**src/rtl/control_sequencer.sv**
```systemverilog
// control_sequencer: hardwired fetch/execute control unit for the datapath.
// Optional single-step mode is enabled with `define SINGLE_STEP_EN.
module control_sequencer #(
  parameter int INSTR_CNT_W = 16
) (
  input  logic                   clock,
  input  logic                   clear,
  input  logic [31:0]            ir,
  input  logic                   stop,
`ifdef SINGLE_STEP_EN
  input  logic                   step,
`endif
  output logic [15:0]            Rin,
  output logic [15:0]            Rout,
  output logic                   PCout,
  output logic                   PCin,
  output logic                   incPC,
  output logic                   MARin,
  output logic                   MDRin,
  output logic                   MDRout,
  output logic                   read,
  output logic                   IRin,
  output logic                   Yin,
  output logic                   Zin,
  output logic                   ZLowOut,
  output logic                   ZHighOut,
  output logic                   HIin,
  output logic                   LOin,
  output logic                   Cout,
  output logic [4:0]             opcode,
  output logic                   run,
  output logic [INSTR_CNT_W-1:0] instr_count
);

`ifdef SINGLE_STEP_EN
  typedef enum logic [3:0] {
    S_RST, S_T0, S_T1, S_T2, S_T3, S_T4, S_T5, S_T6,
    S_HALTED, S_PAUSE
  } state_t;
`else
  typedef enum logic [3:0] {
    S_RST, S_T0, S_T1, S_T2, S_T3, S_T4, S_T5, S_T6,
    S_HALTED
  } state_t;
`endif

  localparam logic [4:0] OP_NOP = 5'b11010;

  state_t                 r_state;
  state_t                 w_next;
  logic [4:0]             r_opcode;
  logic [INSTR_CNT_W-1:0] r_count;
  logic [4:0]             w_op;
  logic [15:0]            w_ra_hot;
  logic [15:0]            w_rb_hot;
  logic [15:0]            w_rc_hot;
  logic                   w_alur;
  logic                   w_imm;
  logic                   w_muldiv;
  logic                   w_unary;
  logic                   w_halt;
  logic                   w_exec;
  logic                   w_retire;
  logic                   w_op_en;
  logic                   w_unused;
`ifdef SINGLE_STEP_EN
  logic                   r_step;
`endif

  assign w_op     = ir[31:27];
  assign w_ra_hot = 16'd1 << ir[26:23];
  assign w_rb_hot = 16'd1 << ir[22:19];
  assign w_rc_hot = 16'd1 << ir[18:15];
  assign w_unused = ^ir[14:0];

  assign w_alur   = (w_op <= 5'd11);
  assign w_imm    = (w_op >= 5'd12) && (w_op <= 5'd14);
  assign w_muldiv = (w_op == 5'd15) || (w_op == 5'd16);
  assign w_unary  = (w_op == 5'd17) || (w_op == 5'd18);
  assign w_halt   = (w_op == 5'b11011);
  assign w_exec   = w_alur | w_imm | w_muldiv | w_unary;

  assign run = (r_state != S_RST) && (r_state != S_HALTED);
  assign instr_count = r_count;

  always_ff @(posedge clock or negedge clear) begin
    if (!clear) begin
      r_state  <= S_RST;
      r_opcode <= OP_NOP;
      r_count  <= '0;
    end else begin
      r_state  <= w_next;
      r_opcode <= opcode;
      if (w_retire) r_count <= r_count + 1'b1;
    end
  end

`ifdef SINGLE_STEP_EN
  always_ff @(posedge clock or negedge clear) begin
    if (!clear) r_step <= 1'b0;
    else        r_step <= step;
  end
`endif

  always_comb begin
    w_next   = r_state;
    w_retire = 1'b0;
    w_op_en  = 1'b0;
    Rin      = '0;
    Rout     = '0;
    PCout    = 1'b0;
    PCin     = 1'b0;
    incPC    = 1'b0;
    MARin    = 1'b0;
    MDRin    = 1'b0;
    MDRout   = 1'b0;
    read     = 1'b0;
    IRin     = 1'b0;
    Yin      = 1'b0;
    Zin      = 1'b0;
    ZLowOut  = 1'b0;
    ZHighOut = 1'b0;
    HIin     = 1'b0;
    LOin     = 1'b0;
    Cout     = 1'b0;
    unique case (r_state)
      S_RST: w_next = S_T0;
      S_T0: begin
        PCout  = 1'b1;
        MARin  = 1'b1;
        incPC  = 1'b1;
        w_next = S_T1;
      end
      S_T1: begin
        read   = 1'b1;
        MDRin  = 1'b1;
        w_next = S_T2;
      end
      S_T2: begin
        MDRout = 1'b1;
        IRin   = 1'b1;
        if (w_exec) w_next   = S_T3;
        else        w_retire = 1'b1;
      end
      S_T3: begin
        w_next = S_T4;
        unique case (1'b1)
          w_alur, w_imm: begin
            Rout = w_rb_hot;
            Yin  = 1'b1;
          end
          w_muldiv: begin
            Rout = w_ra_hot;
            Yin  = 1'b1;
          end
          w_unary: begin
            Rout    = w_rb_hot;
            w_op_en = 1'b1;
            Zin     = 1'b1;
          end
          default: ;
        endcase
      end
      S_T4: begin
        w_next = S_T5;
        unique case (1'b1)
          w_alur: begin
            Rout    = w_rc_hot;
            w_op_en = 1'b1;
            Zin     = 1'b1;
          end
          w_imm: begin
            Cout    = 1'b1;
            w_op_en = 1'b1;
            Zin     = 1'b1;
          end
          w_muldiv: begin
            Rout    = w_rb_hot;
            w_op_en = 1'b1;
            Zin     = 1'b1;
          end
          w_unary: begin
            ZLowOut  = 1'b1;
            Rin      = w_ra_hot;
            w_retire = 1'b1;
          end
          default: ;
        endcase
      end
      S_T5: begin
        unique case (1'b1)
          w_alur, w_imm: begin
            ZLowOut  = 1'b1;
            Rin      = w_ra_hot;
            w_retire = 1'b1;
          end
          w_muldiv: begin
            ZLowOut = 1'b1;
            LOin    = 1'b1;
            w_next  = S_T6;
          end
          default: w_retire = 1'b1;
        endcase
      end
      S_T6: begin
        ZHighOut = 1'b1;
        HIin     = 1'b1;
        w_retire = 1'b1;
      end
      S_HALTED: w_next = S_HALTED;
`ifdef SINGLE_STEP_EN
      S_PAUSE: begin
        if (stop)                w_next = S_HALTED;
        else if (step && !r_step) w_next = S_T0;
      end
`endif
      default: w_next = S_RST;
    endcase
    // A HALT opcode only retires from T2, so gate it on that state.
    if (w_retire) begin
      if (stop || ((r_state == S_T2) && w_halt))
        w_next = S_HALTED;
      else
`ifdef SINGLE_STEP_EN
        w_next = S_PAUSE;
`else
        w_next = S_T0;
`endif
    end
    opcode = w_op_en ? w_op : r_opcode;
  end

endmodule

```
**config.mk**
```make
export PLATFORM = sky130hd
export DESIGN_NAME = control_sequencer
export DESIGN_NICKNAME = d
export VERILOG_FILES = /design/src/rtl/control_sequencer.sv
export SDC_FILE = /design/constraint.sdc
export NUM_CORES = 1
export LEC_CHECK = 0
export ABC_AREA = 0
export BUFFER_PORTS_ARGS = -buffer_cell sky130_fd_sc_hd__buf_4
export CORE_MARGIN = 8
export CORE_UTILIZATION = 40
export CTS_CLUSTER_DIAMETER = 120
export DETAILED_ROUTE_END_ITERATION = 10
export GPL_TIMING_DRIVEN = 0
export HOLD_SLACK_MARGIN = 0.15
export PLACE_DENSITY_LB_ADDON = 0.15
export SKIP_LAST_GASP = 1
export SYNTH_ARGS = -nofsm -noshare
export SYNTH_HDL_FRONTEND = slang
export SYNTH_SLANG_ARGS = --single-unit
```
**constraint.sdc**
```tcl
create_clock -name clock -period 2.65 [get_ports clock]
set_input_delay 0.53 -clock clock [delete_from_list [all_inputs] [get_ports clock]]
set_output_delay 0.53 -clock clock [all_outputs]
set_load 0.02 [all_outputs]
```
== After elaboration in Yosys (flattened, before gate mapping) ==
Index checks and enable logic that the tools add are counted.

* Register bits after elaboration: 25
* Input bits: 35
* Logic and storage cells: 70
* Output and inout bits: 69

* Reductions and logical operators: 12
* Muxes and demuxes: 28
* Add/subtract/negate cells: 1
* Magnitude comparators: 3
* Equal/unequal tests: 17
* Shift-type cells: 3
* Bitwise gates (word level): 3

{| class="wikitable"
|+ Operators by type and width
! kind !! number
|-
| $pmux W16 S2 || 4
|-
| $shl A1 B4 Y16 const A || 3
|-
| $pmux W4 S9 || 1
|-
| $mux W16 || 2
|-
| $eq A5 B5 Y1 const B || 4
|-
| $add A16 B1 Y16 const B || 1
|-
| $eq A4 B3 Y1 const B || 4
|-
| $mux W4 || 4
|-
| $mux W1 || 13
|-
| $le A5 B4 Y1 const B || 2
|-
| $eq A4 B2 Y1 const B || 2
|-
| $ne A3 B3 Y1 const B || 2
|-
| $reduce_or A3 Y1 || 2
|-
| $eq A5 B4 Y1 const B || 1
|-
| $ge A5 B4 Y1 const B || 1
|-
| $mux W5 || 1
|-
| $eq A4 B1 Y1 const B || 1
|-
| $eq A4 B4 Y1 const B || 1
|-
| $logic_not A4 Y1 || 1
|-
| $ne A4 B4 Y1 const B || 1
|-
| $pmux W1 S2 || 2
|-
| $pmux W1 S4 || 1
|-
| $reduce_bool A4 Y1 || 1
|-
| $logic_and A1 B1 Y1 || 3
|-
| 5 further kinds || 9
|}

== Longest topological paths before layout ==
Gate-level depths: netlist of run 1.

* Word-level depth: 9
* Mapped depth: 8
* Gate-level depth less buffers: 5

== Worst setup path after synthesis of run 1 ==
No wires, ideal clock.

* Path kind: input-to-output
* Start: input ir[30]
* End: output Rin[9]
* Buffers on the path: 1
* Stages: 6
* Data required time: 2120 ps
* Slack: -201 ps
* Arrival time: 2321 ps
* Cells stage by stage: buf_2 -> or3b_4 -> or4_4 -> o21ai_2 -> nand3_1 -> nor3_1

* Cells in the longest elaborated chain, start to end: 5
* Elaborated cells between the ends (all ways): 11
* Those cells by class: order compare (3); eq/ne (2); mux (3); reduce/logical (3)

{| class="wikitable"
|+ Ends and longest elaborated chain
! element !! RTL line !! source
|-
| from (decl) || 8 || <nowiki>input logic [31:0] ir,</nowiki>
|-
| $ge A5 B4 Y1 or $le A5 B4 Y1 (tied branches) || 77 || <nowiki>assign w_imm = (w_op >= 5'd12) && (w_op <= 5'd14);</nowiki>
|-
| $logic_and A1 B1 Y1 || 77 ||
|-
| $reduce_or A2 Y1 || -- ||
|-
| $mux W16 || 191 || <nowiki>unique case (1'b1)</nowiki>
|-
| $pmux W16 S2 (*) || 126 || <nowiki>unique case (r_state)</nowiki>
|-
| to (decl) || 13 || <nowiki>output logic [15:0] Rin,</nowiki>
|}

Mark *: on every way between the ends. The rest lies on a longest branch, timed or not.

== Worst setup path in the final report of run 1 ==
* Start: input ir[30]
* End: output Rout[13]

* Cells in the longest elaborated chain, start to end: 5
* Elaborated cells between the ends (all ways): 14
* Those cells by class: order compare (3); eq/ne (4); mux (3); reduce/logical (4)

{| class="wikitable"
|+ Ends and longest elaborated chain
! element !! RTL line !! source
|-
| $ge A5 B4 Y1 (tied with other cells) || 77 ||
|-
| $logic_and A1 B1 Y1 or $logic_or A1 B1 Y1 (tied branches) || 77, 79 ||
|-
| $reduce_or A3 Y1 (no line) || -- ||
|-
| $pmux W16 S2 || 147 || <nowiki>unique case (1'b1)</nowiki>
|-
| $pmux W16 S2 (*) || 126 ||
|-
| to (decl) || 14 || <nowiki>output logic [15:0] Rout,</nowiki>
|}

Marked as above.

==> flow_summary.ini, run 1 <==
[routing]
viasPerCell = 5.670
antenna_left = 0
wirelength_um = 7395
drtIter0Drc = 155
drt_first_pass_iters = 4
wl_per_cell_um = 16.92
dr_total_vias = 2478
drc = 0

[finish]
instances_no_fill = 437
syn2layout_area_growth_pct = 53.63
fin_area_mm2 = 0.003337
final_util = 0.6212
drive_above_1_share = 0.4712
fin_nets = 402
diodes = 0

[sta]
setup_viol = 29
tns_ns = -1.760
post-route-worst-setup-slack_ns = -0.1312
worst_pin_slew_ns = 0.6281
slew_viol_final = 0
clock-skew-final_ns = 0.003827
period_minus_slack_ns = 2.781
hold_viol_final = 0
whs_ns = 0.1473
rsz0062_at_grt = true
slew-limit-headroom = 0.5797
finalCritPeriodShare = 1.050
max_freq_mhz = 359.6

[clocking]
clk_pin_slew_ns = 0.09
htreeDepth = 1
numCtsBuffers = 3
cts_root_buffer = clkbuf_8
clock_sinks = 25
clk_latency_ns = 0.27
cts_tree = yes
cts_buffer_depth = 2

[synthesis]
synth_cell_types = 59
synthCells = 270
ys_ff_latch = 25
syn_nets = 306
synthesis.area_mm2 = 0.002172
ys_async_sr_fraction = 1.000
yosysWarnings = 0
synth_edf_count = 0
synthFlopType = dfrtp_1
ys_seq_area_frac = 0.2897
avgSynthCellArea_um2 = 8.045

[power_and_ir_drop]
power.density_mw_per_mm2 = 583.5
p_seq_frac = 0.305
p_int_mw = 1.112
finalPower_mw = 1.947
p_sw_mw = 0.8350
ir_drop_v = 0.0005425
switching_share = 0.4289
p_comb_frac = 0.579
pwr-share-clk = 0.115
p_leak_nw = 1.413

[die]
die_area_mm2 = 0.008044
die_x_um = 89.69
fp-row-count = 27
fp.dieH_um = 89.69
core_mm2 = 0.005371
initial_core_util = 0.4044
io_pins = 104

[placed_design]
place_congestion = 0.8275
place_inst = 422
dp_slack_ns = -0.2935
hpwl_um = 5459
portBuffers = 80
dpl_cell_area_mm2 = 0.002968

[setup_path]
cp-start-kind = input port
end_kind = output pin
critPathMaxFanout = 4
cp.required_ns = 2.12
crit_arrival_ns = 2.25
critical_path_class = input port to output pin

[global_routing]
grt_overflow = 0
grt_pass1_wl_um = 11270
track_usage = 0.1753
grt_max_degree = 26
antenna_found_initial = 0
grt_pass1_vias = 2249

[min_path]
hold_class = input port to async pin

[status]
violations = negative setup slack
status = complete, but fails checks

[flow_run]
drv_cap = 0
[worst paths after layout]
path / start / endpoint / slack (ns) / cells past startpoint
max: ir[30] / Rout[13] / -0.13 / 7
min: clear / instr_count[1]$_DFFE_PN0P_ / 0.15 / 1
max reg2reg: r_state[3]$_DFFE_PN0P_ / instr_count[1]$_DFFE_PN0P_ / 0.49 / 7
min reg2reg: instr_count[15]$_DFFE_PN0P_ / instr_count[15]$_DFFE_PN0P_ / 0.50 / 1
max in group asynchronous: clear / r_opcode[1]$_DFF_PN1_ / 2.21 / 1
min in group clock: instr_count[15]$_DFFE_PN0P_ / instr_count[15]$_DFFE_PN0P_ / 0.50 / 1
[power by group through the flow]
| stage | Sequential, mW | Clock [mW] | Combinational [mW] |
|---|---|---|---|
| finish | 0.594 | 0.225 | 1.13 |
| global route | 0.611 | 0.248 | 1.21 |
| CTS | 0.592 | 0.234 | 1.09 |
| detailed placement | 0.592 | 0 | 1.06 |
| global placement | 0.586 | 0 | 1.04 |
| floorplan | 0.618 | 0 | 0.645 |
[cell type report]
cell class / count / area, um2
tap: 72 / 90.09
fill: 482 / 2034
clock buffer: 4 / 45.04
sequential: 25 / 633.1
buffer: 21 / 197.7
multi-input combinational: 215 / 1605
inverter: 4 / 15.01
timing repair buffer: 96 / 750.7
[routing by layer]
metal,global-route usage,vias to the layer above,wire (um)
li1,-,1190,-
met1,0.2460,1176,3130
met2,0.2687,102,3563
met3,0.04277,10,620
met4,0.02417,0,80
met5,0,-,0
[cells by family (layout without fill, tap and decap cells)]
| family | after synthesis | after routing | synth area share |
|---|---|---|---|
| adders and majority gates | 1 | 1 | 0.005759 |
| buffers and inverters | 30 | 125 | 0.07833 |
| DFF | 25 | 25 | 0.2897 |
| xor gates and xnor gates | 15 | 15 | 0.06049 |
| muxes | 7 | 7 | 0.03571 |
| and+or+nand+nor | 125 | 125 | 0.3116 |
| AOI/OAI and AO/OA | 66 | 66 | 0.2166 |
| other | 1 | 1 | 0.001726 |
[flip-flops by register name (all words and copies together), names as in the netlist]
signal	flops
r_state	4
r_opcode	5
instr_count	16
[cell usage after synthesis (all sizes together), types with 4 or more instances]
library cell   n  share of area
inv            4         0.0069
nand2         11          0.019
a21oi         16          0.037
clkbuf        11          0.019
and2           4          0.012
nand4          9          0.029
nand3          8          0.018
xnor2         14          0.056
mux2           6          0.031
nand2b         9          0.026
and3           6          0.017
nor3          20          0.051
dfrtp         22           0.25
o22ai         14          0.040
nor2b          7          0.020
buf           15          0.052
a22oi         12          0.041
nor2          37          0.064
[repair_timing]
action,CTS,global route
setup endpoints to repair,38,38
cloned,0,0
pin swaps,7,18
setup buffers,8,8
resized for setup,30,32
hold buffers,0,0
[layout by cell type (no fill, tap or decap), types with 3 or more instances in the layout]
cell and count:
nor3_4 4, nand4_1 8, dfstp_2 3, nor2_4 5, clkbuf_1 6, nor3_1 13, xnor2_1 14, buf_12 3
nor2_2 6, clkbuf_8 4, nor2_1 26, nand2b_1 8, dfrtp_2 3, nand3_1 7, and3_1 6, buf_6 11
a22oi_1 9, dfrtp_1 19, a21oi_1 16, mux2_2 5, nor2b_1 7, nand2_1 9, o22ai_1 12, nor3_2 3
buf_4 94, nand3b_1 3, a22oi_2 3, inv_1 4
[worst max-delay path, cell delays in order]
cell and delay, ns:
buf_12 0.10, or3b_4 0.42, o32ai_2 0.37, and3_1 0.31
a22oi_1 0.12, o22ai_1 0.21, buf_4 0.18
Power figures use the tool's default switching activity.
==> inputs of run 2 (changes only) <==
--- a/config.mk
+++ b/config.mk
@@ -14,7 +14,6 @@
 export GPL_TIMING_DRIVEN = 0
 export HOLD_SLACK_MARGIN = 0.15
 export PLACE_DENSITY_LB_ADDON = 0.15
-export SKIP_LAST_GASP = 1
 export SYNTH_ARGS = -nofsm -noshare
 export SYNTH_HDL_FRONTEND = slang
 export SYNTH_SLANG_ARGS = --single-unit
==> flow_summary.ini, run 2 (synthesis results as in run 1) <==
[status]
status = complete, but fails checks
violations = negative setup slack

[sta]
slew-limit-headroom = 0.5604
rsz0062_at_grt = true
post-route-worst-setup-slack_ns = -0.1383
max_freq_mhz = 358.6
worst_pin_slew_ns = 0.6570
hold_viol_final = 0
period_minus_slack_ns = 2.788
setup_viol = 30
clock-skew-final_ns = 0.003696
slew_viol_final = 0
finalCritPeriodShare = 1.052

[routing]
wirelength_um = 7376
viasPerCell = 5.625
wl_per_cell_um = 16.88
drc = 0
drtIter0Drc = 170
drt_first_pass_iters = 4
dr_total_vias = 2458
antenna_left = 0

[setup_path]
cp.required_ns = 2.12
rr_endpoint = instr_count[1]$_DFFE_PN0P_
critical_path_class = input port to output pin
critPathMaxFanout = 4
crit_start = ir[30]
rr_worst_depth = 7
reg2reg_slack_ns = 0.49
crit_arrival_ns = 2.26
r2r-start = r_state[3]$_DFFE_PN0P_
end_kind = output pin
cp-start-kind = input port

[global_routing]
grt_pass1_wl_um = 11270
grt_overflow = 0
grt_pass1_vias = 2249
antenna_found_initial = 0
grt_max_degree = 26
track_usage = 0.1753

[flow_run]
drv_cap = 0

[placed_design]
hpwl_um = 5459
portBuffers = 80
place_inst = 422
place_congestion = 0.8275

[die]
fp-row-count = 27
initial_core_util = 0.4044
core_mm2 = 0.005371
die_area_mm2 = 0.008044
io_pins = 104
fp.dieH_um = 89.69
die_x_um = 89.69

[clocking]
cts_tree = yes
clk_latency_ns = 0.27
clock_sinks = 25
cts_buffer_depth = 2
clk_pin_slew_ns = 0.09
htreeDepth = 1
cts_root_buffer = clkbuf_8
numCtsBuffers = 3

[power_and_ir_drop]
p_leak_nw = 1.413
ir_drop_v = 0.0005425
power.density_mw_per_mm2 = 582.9
finalPower_mw = 1.947

[finish]
layout.cells.most_common_list = buf_4, nor2_1, dfrtp_1
drive_above_1_share = 0.4712
nFillCells = 480
mostFrequentLayoutCell = buf_4
largest_reg_flops = 16
fin_nets = 402
diodes = 0
syn2layout_area_growth_pct = 53.80
instances_no_fill = 437

[min_path]
hold_class = input port to async pin
-- run 2: cell counts in the layout (fill, tap and decap cells not counted) --
No cell type changed its count.
-- run 2: how the worst max path moves through the flow --
stage,depth (start not counted),end
after floorplan,6,Rout[15]
after global placement,8,Rout[13]
after detailed placement,8,Rout[13]
after CTS,8,Rin[1]
after global routing,7,Rout[13]
final,7,Rout[13]
-- run 2: layer usage --
layer | share of wire | track usage
met1 | 0.43 | 0.2460
met2 | 0.48 | 0.2687
met3 | 0.084 | 0.04277
met4 | 0.010 | 0.02417
met5 | 0 | 0
-- run 2: what timing repair did --
| item | 4_1_cts | 5_1_grt |
|---|---|---|
| pin swaps | 7 | 18 |
| hold buffers | 0 | 0 |
| resized for setup | 31 | 32 |
| hold endpoints to repair | 0 | 0 |
| setup buffers | 8 | 8 |
| endpoints found under the setup margin | 38 | 38 |
-- run 2: where the power goes --
part	total (mW)	internal [mW]	leakage [nW]	switching (mW)
Clock	0.225	0.108	0.0228	0.117
Sequential	0.594	0.502	0.318	0.0926
Combinational	1.13	0.503	1.07	0.626
Total	1.95	1.11	1.41	0.835
-- run 2: area by class of cell --
cell class,instances,area [um2],share of cell area
Buffer,21,197.7,0.05918
Clock buffer,4,45.04,0.01348
Inverter,4,15.01,0.004494
Multi-Input combinational cell,215,1605,0.4805
Sequential cell,25,633.1,0.1895
Tap cell,72,90.09,0.02697
Timing Repair Buffer,96,754.5,0.2258
-- run 2: worst max-delay path: stages --
cell and delay [ns]:
buf_12 0.10, or3b_4 0.42, o32ai_2 0.37, and3_1 0.31, a22oi_1 0.12, o22ai_1 0.22, buf_4 0.19
-- run 2: through the flow --
stage	setup TNS [ns]	utilization	hold WS, ns	setup WS (ns)	cell area [um2]
global route	-3.357	0.6219	0.1624	-0.1673	3341
global placement	-5.230	0.5525	0.4527	-0.3123	2968
finish	-1.755	0.6219	0.1472	-0.1383	3341
floorplan	-1.574	-	0.2344	-0.1198	2277
detailed placement	-5.101	0.5525	0.4522	-0.2935	2968
CTS	-1.849	0.5891	0.1550	-0.1020	3164
